$ cat src/rtl/servo_ramp_ctrl.sv
`default_nettype none
// ============================================================================
//  Module      : servo_ramp_ctrl
//  Description : Frame-synchronous duty-cycle sequencer for a servo PWM core.
//                It accepts absolute position commands, slews the duty toward
//                them by at most STEP per frame, and runs an autonomous
//                MIN<->MAX sweep.
//  Revision    : 1.0  initial release
// ============================================================================
module servo_ramp_ctrl #(
  parameter int W             = 20,
  parameter int PERIOD_CYCLES = 1_000_000,
  parameter int DUTY_MIN      = 25_000,
  parameter int DUTY_MAX      = 125_000,
  parameter int STEP          = 5_000
) (
  input  logic         clk,
  input  logic         rst_a_p,
  input  logic         cmd_valid,
  input  logic [W-1:0] cmd_target,
  output logic         cmd_ready,
  input  logic         sweep_en,
  output logic [W-1:0] duty_cycle,
  output logic         frame_tick,
  output logic         busy,
  output logic         at_target
);

  // Constants used in the arithmetic are one bit wider than the duty word,
  // so that duty+STEP cannot wrap before it is saturated.
  localparam logic [W-1:0] c_frame_last = W'(PERIOD_CYCLES - 1);
  localparam logic [W:0]   c_duty_min   = (W+1)'(DUTY_MIN);
  localparam logic [W:0]   c_duty_max   = (W+1)'(DUTY_MAX);
  localparam logic [W:0]   c_step       = (W+1)'(STEP);

  typedef enum logic [1:0] {
    IDLE       = 2'd0,
    RAMP       = 2'd1,
    SWEEP_UP   = 2'd2,
    SWEEP_DOWN = 2'd3
  } state_t;

  state_t       r_state;
  logic [W-1:0] r_frame_cnt;
  logic [W-1:0] r_duty;
  logic [W-1:0] r_target;

  logic         w_accept;
  logic [W:0]   w_duty_x;
  logic [W-1:0] w_clamped;
  logic [W-1:0] w_new_target;
  logic [W-1:0] w_ramp_step;
  logic [W-1:0] w_ramp_next;
  logic [W-1:0] w_up_step;
  logic [W-1:0] w_down_step;

  // Move d toward t by at most STEP, landing exactly on t rather than
  // overshooting it. Both subtraction and addition stay in W+1 bits.
  function automatic logic [W-1:0] f_step_toward(input logic [W:0] d,
                                                 input logic [W:0] t);
    logic [W:0] v_sum;
    logic [W:0] v_diff;
    v_sum  = d + c_step;
    v_diff = d - c_step;
    if (d < t) begin
      return (v_sum >= t) ? t[W-1:0] : v_sum[W-1:0];
    end else if (d > t + c_step) begin
      return v_diff[W-1:0];
    end else begin
      return t[W-1:0];
    end
  endfunction

  // Commands are refused entirely while the sweep owns the duty.
  assign cmd_ready  = ~sweep_en;
  assign w_accept   = cmd_valid & cmd_ready;
  assign frame_tick = (r_frame_cnt == c_frame_last);
  assign duty_cycle = r_duty;
  assign busy       = (r_state != IDLE);
  assign at_target  = (r_state == IDLE) && (r_duty == r_target);
  assign w_duty_x   = {1'b0, r_duty};

  // Clamp the incoming command and pick the target the ramp should chase
  // this cycle, so a command landing on a tick edge steps toward itself.
  always_comb begin
    w_clamped = cmd_target;
    if ({1'b0, cmd_target} < c_duty_min) begin
      w_clamped = c_duty_min[W-1:0];
    end else if ({1'b0, cmd_target} > c_duty_max) begin
      w_clamped = c_duty_max[W-1:0];
    end
    w_new_target = w_accept ? w_clamped : r_target;
    w_ramp_step  = f_step_toward(w_duty_x, {1'b0, w_new_target});
    w_ramp_next  = frame_tick ? w_ramp_step : r_duty;
    w_up_step    = f_step_toward(w_duty_x, c_duty_max);
    w_down_step  = f_step_toward(w_duty_x, c_duty_min);
  end

  // Free-running frame counter; wraps on the last cycle of each frame.
  always_ff @(posedge clk or posedge rst_a_p) begin
    if (rst_a_p) begin
      r_frame_cnt <= '0;
    end else if (frame_tick) begin
      r_frame_cnt <= '0;
    end else begin
      r_frame_cnt <= r_frame_cnt + 1'b1;
    end
  end

  // Sequencer: duty only ever changes on a frame_tick edge.
  always_ff @(posedge clk or posedge rst_a_p) begin
    if (rst_a_p) begin
      r_state  <= IDLE;
      r_duty   <= c_duty_min[W-1:0];
      r_target <= c_duty_min[W-1:0];
    end else if (!sweep_en) begin
      // Command/ramp path, also used to leave either sweep state.
      r_target <= w_new_target;
      r_duty   <= w_ramp_next;
      r_state  <= (w_ramp_next == w_new_target) ? IDLE : RAMP;
    end else begin
      case (r_state)
        IDLE, RAMP: begin
          r_state <= SWEEP_UP;
        end
        SWEEP_UP: begin
          if (frame_tick) begin
            r_duty <= w_up_step;
            if ({1'b0, w_up_step} == c_duty_max) begin
              r_state <= SWEEP_DOWN;
            end
          end
        end
        SWEEP_DOWN: begin
          if (frame_tick) begin
            r_duty <= w_down_step;
            if ({1'b0, w_down_step} == c_duty_min) begin
              r_state <= SWEEP_UP;
            end
          end
        end
        default: begin
          r_state <= IDLE;
        end
      endcase
    end
  end

endmodule
`default_nettype wire

$ cat config.mk
export PLATFORM = sky130hd
export DESIGN_NAME = servo_ramp_ctrl
export DESIGN_NICKNAME = d
export VERILOG_FILES = /design/src/rtl/servo_ramp_ctrl.sv
export SDC_FILE = /design/constraint.sdc
export NUM_CORES = 1
export LEC_CHECK = 0
export CAP_MARGIN = 40
export CORE_MARGIN = 1.5
export CORE_UTILIZATION = 41
export CTS_CLUSTER_SIZE = 24
export DETAILED_ROUTE_END_ITERATION = 16
export HOLD_SLACK_MARGIN = 0.02
export SLEW_MARGIN = 20
export SYNTH_ARGS = -nofsm -noshare
export SYNTH_HDL_FRONTEND = slang
export SYNTH_SLANG_ARGS = --single-unit
$ cat constraint.sdc
create_clock -name clk -period 10.8 [get_ports clk]
set_clock_uncertainty 0.15 [all_clocks]
set_input_delay 1.08 -clock clk [delete_from_list [all_inputs] [get_ports clk]]
set_output_delay 1.08 -clock clk [all_outputs]
set_load 0.02 [all_outputs]
[Yosys cells after proc, flatten, opt, wreduce, memory -nomap -nowiden]
Cells that the tools add are included.
Widths: inputs -> output; s select.
Operators by class
  add/sub/neg operators: 4
  order comparisons: 11
  eq/ne operators: 13
  muxes and demuxes: 25
  bitwise operators: 2
  reduce and logical (&&, ||, !) cells: 6
Operators with widths (count)
  $mux 20: 17
  $add 20x13->21 const B: 2
  $eq 20x20->1: 2
  $gt 20x17->1 const B: 2
  $lt 20x15->1 const B: 2
  $pmux 20 s2: 1
  $ge 21x15->1 const B: 1
  $ge 21x17->1 const B: 1
  $ge 21x20->1: 1
  $gt 20x21->1: 1
  $add 20x1->20 const B: 1
  $eq 20x15->1 const B: 1
  $eq 20x17->1 const B: 1
  $eq 20x20->1 const B: 1
  $gt 20x15->1 const B: 1
  $lt 20x17->1 const B: 1
  $lt 20x20->1: 1
  $sub 20x13->20 const B: 1
  $ne 3x3->1 const B: 4
  $mux 2: 5
  $pmux 2 s3: 1
  $eq 2x2->1 const B: 2
  $reduce_and 4->1: 1
  $ne 3x1->1 const B: 1
  other kinds (9): 9
Word-level totals
  register bits after elaboration: 62
  input bits: 24
  output and inout bits: 24
  word-level logic and storage cells: 65

[Depth between registers and ports, before layout]
  word-level depth: 12
  depth in mapped cells: 24
  depth with buffers taken out: 22

[Worst setup path after synthesis]
No wires, ideal clock.
  path kind: input -> register
  from: input cmd_target[17]
  to: register r_duty[1], in the netlist duty_cycle[1]
  setup time: 141 ps
  arrival: 5494 ps
  required time: 10509 ps
  path slack: 5014 ps
  stages: 22
  buffers on the path: 1
  path through: or4_4 > a211oi_4 > a21o_1 > buf_6 > a21oi_2 > a22o_2 > ha_1 > a21oi_1 > a21oi_1 > a21o_1 > nand2_1 > xnor2_1 > ha_1 > a2111oi_0 > o21ai_0 > o21a_1 > o221ai_1 > o21a_1 > a21oi_2 > nor3_2 > mux2i_1 > o22ai_1
Between the ends
  word-level cells in the longest chain between the ends: 10
  elaborated cells between the ends (all ways): 14
  classes of those cells: add/sub: 1; order compare: 5; mux: 8
Ends and longest elaborated chain
  start, declared: line 20  | input logic [W-1:0] cmd_target,
  $gt 20x17->1: line 89  | end else if ({1'b0, cmd_target} > c_duty_max) begin
  $mux 20: line 89
  $mux 20 (*): line 87  | if ({1'b0, cmd_target} < c_duty_min) begin
  $mux 20 (*): line 92  | w_new_target = w_accept ? w_clamped : r_target;
  net w_new_target[4]: line 51  | logic [W-1:0] w_new_target;
  $add 20x13->21: line 67  | end else if (d > t + c_step) begin
  $gt 20x21->1: line 67
  $mux 20: line 67
  $mux 20 (*): line 65  | if (d < t) begin
  $mux 20 (*): line 94  | w_ramp_next = frame_tick ? w_ramp_step : r_duty;
  $mux 20 (*): line 116  | end else if (!sweep_en) begin
  end signal, assigned: line 114  | r_duty <= c_duty_min[W-1:0];
  end signal, assigned: line 119  | r_duty <= w_ramp_next;
  end signal, assigned: line 128  | r_duty <= w_up_step;
  end, declared: line 45  | logic [W-1:0] r_duty;
Mark *: on every way through the listed nets, which the timed path passes. The rest lies on a longest branch.
A chain may end at the register's enable or synchronous reset.

[Worst setup path in the final report]
  from: input cmd_target[15]
  to: register r_duty[5], in the netlist duty_cycle[5]
Same word-level chain as after synthesis.

==> impl_metrics.tcl <==
set metrics [dict create \
    status "finished clean" \
    syn-num-nets 1155 \
    relSlewSlack_pct 35.39 \
    fin_crit_ns 7.447 \
    post_cts_buffers 0 \
    drc_errors 0 \
    ys_seq_area_share_pct 18.89 \
    worstSetupPathDepth 22 \
    grt.overflow.total 0 \
    cp_cell_sequence "clkdlybuf4s50_1, nand4_1, or3_4, o21ai_4, a21boi_0, nor2_1, ha_1, a21oi_1, a21oi_1, a21o_1, nand2_1, xnor2_1, ha_1, a2111oi_0, o21ai_0, o21a_1, nor2_1, o21ai_0, o21ai_2, nand2_1, o21ai_0, o221ai_1" \
    max_cap_viol_count 0 \
    clock_sinks 62 \
    path_clk_slew_ns 0.06 \
    worst_pin_slew_ns 0.9566 \
    die_h_um 145.2 \
    slew_viol_final 0 \
    track_usage_pct 34.25 \
    met3_wirelength_mm 4.672 \
    drt-initial-drc-count 1303 \
    antenna_left 0 \
    avgViaCountPerCell 7.012 \
    dr.pass1.iters 6 \
    netlist_area_um2 8293 \
    yosysTopAreaCell "dfrtp_1" \
    slowest_delay_ns 0.61 \
    peakVddDrop_v 0.00007034 \
    layout-drive-gt1-share_pct 9.292 \
    cts_tree "built" \
    leakagePower_uw 0.003502 \
    arrival_ns 7.55 \
    syn_area_per_cell_um2 7.743 \
    fin_tns_setup_ns 0 \
    worstPathRequired_ns 10.90 \
    rsz0062_at_grt "no" \
    design.core.area_um2 19650 \
    routabilityCongestion 1.004 \
    finalHoldViolCount 0 \
    hp-start "r_frame_cnt[4]" \
    cts_hold_buffers 0 \
    synthCells 1071 \
    portBuffers 47 \
    num_rows 51 \
    crit_buf_inv 1 \
    num_io_pins 48 \
    synth_edf_count 0 \
    worst_path_dominant_cell_family "compound AO/OA/AOI/OAI gates" \
    ys_ff_latch 62 \
    holdWs_ns 0.3227 \
    cts_buffers 9 \
    setup_viol_count_final 0 \
    wl_met1_mm 15.18 \
    cts_buffer_depth 2 \
    post-route-period-util_pct 68.95 \
    start_util_pct 42.20 \
    synth_ff_type "dfrtp_1" \
    die_area_um2 21090 \
    final_cells 1352 \
    reg2reg_depth 16 \
    die_width_um 145.2 \
    ys_types 98 \
    async_reset_ff_share_pct 100.0 \
    synth_area_leaders "dfrtp_1, ha_1, xnor2_1" \
    hp-class "reg2reg" \
    slowest_stage "o21ai_2" \
    fmax_mhz 134.3 \
    yosys_warnings 0 \
    crit_type "in2reg" \
    first_global_vias 8706 \
    drt_wl_total_mm 37.01 \
    dp_hpwl_mm 26.60 \
    dp.cells 1335 \
    r2r-start "duty_cycle[3]" \
    ctsResizeCount 0 \
    antenna_found_initial 0 \
    cts_root_buffer "clkbuf_16" \
    synth_top_cell_area_share_pct 15.09 \
    grt_max_degree 42 \
    clock_latency_ns 0.36 \
    syn_to_final_growth_pct 11.72 \
    routed-wl-met2_mm 15.40 \
    highest_layer "met4" \
    cpMostUsedCell "o21ai_0" \
    crit_fanout 14 \
    finalNetCount 1166 \
    startpoint "cmd_target[15]" \
    p_per_area_nw_per_um2 80.24 \
    crit_path_start_kind "input port" \
    grt_pass1_wl_mm 54.99 \
    fill_cells 2045 \
    vias 9480 \
    htree_levels 3 \
    min_path_cells 1 \
    end_kind "register" \
    avgRoutedWirePerCell_um 27.37 \
    antenna_cells 0 \
]
## registers in the layout (all words and copies together) (netlist names)
| name | cells |
|---|---|
| r_state | 2 |
| r_target | 20 |
| r_frame_cnt | 20 |
| duty_cycle | 20 |
## Yosys cell counts, drive strengths merged, types with 27 or more instances
cell / number
xnor2: 53
ha: 60
buf: 28
xor2: 39
nor2: 82
nor3: 38
nand3: 40
nand2: 71
inv: 49
dfrtp: 50
nand4: 27
o21ai: 72
clkbuf: 44
a21oi: 68
## power breakdown
group	total, µW	switching (µW)	internal, µW
clock network	294	133	160
registers	251	10.5	241
logic	199	128	70.6
## layout by cell type, fill, tap and decap left out, drive strengths merged, types with 15 or more instances in the layout
cell type and instances:
buf 25, o21ai 72, nor2 82, a211oi 24, nand2 71, nand4 27
a21o 15, xnor2 53, nand3 40, inv 53, clkdlybuf4s50 47, a31oi 15
o22ai 21, dfrtp 50, nor4 24, xor2 39, nor3 38, o221ai 19
a21oi 68, ha 60
## layout make-up
| cell class | count | area (µm²) | area share [%] |
|---|---|---|---|
| inverters | 51 | 193.9 | 2.093 |
| multi-input cells | 886 | 6207 | 67.00 |
| flip-flops and latches | 62 | 1567 | 16.91 |
| clock buffers | 9 | 225.2 | 2.431 |
| well taps | 265 | 331.6 | 3.579 |
| clock inverters | 7 | 62.56 | 0.6752 |
| repair buffers | 72 | 678.2 | 7.319 |
## routing by layer
layer / global-route usage [%] / vias to the layer above
li1: - / 4133
met1: 47.54 / 4464
met2: 49.74 / 740
met3: 8.270 / 143
met4: 15.61 / 0
met5: 0 / -
## cells by family (layout without fill, tap and decap cells)
group / Yosys count / after routing / synth area share, %
AND/OR/NAND/NOR: 362 / 362 / 22.83
AO/OA/AOI/OAI: 360 / 360 / 31.47
buffers and inverters: 123 / 139 / 6.261
XOR/XNOR: 92 / 92 / 9.716
flip-flops: 62 / 62 / 18.89
adder cells (fa/ha/maj): 60 / 60 / 9.053
multiplexers: 12 / 12 / 1.780
## per-stage QoR
step | power, µW | utilization, % | instance area, µm² | setup slack (ns)
2_1_floorplan | 377.8 | - | 8293 | 5.014
5_1_grt | 768.8 | 47.14 | 9265 | 2.946
6_report | 743.5 | 47.14 | 9265 | 3.353
3_5_place_dp | 443.6 | 45.60 | 8962 | 3.103
3_3_place_gp | 443.0 | 45.50 | 8942 | 3.193
4_1_cts | 737.2 | 47.07 | 9250 | 3.392
## final timing paths
path	to	slack, ns
hold reg to reg	r_frame_cnt[4]	0.32
hold / removal	r_frame_cnt[4]	0.32
setup reg to reg	r_state[0]	4.36
setup / recovery	duty_cycle[5]	3.35
min in group asynchronous	r_target[15]	0.95
max in group asynchronous	duty_cycle[5]	8.93
(Power assumes the default switching activity.)
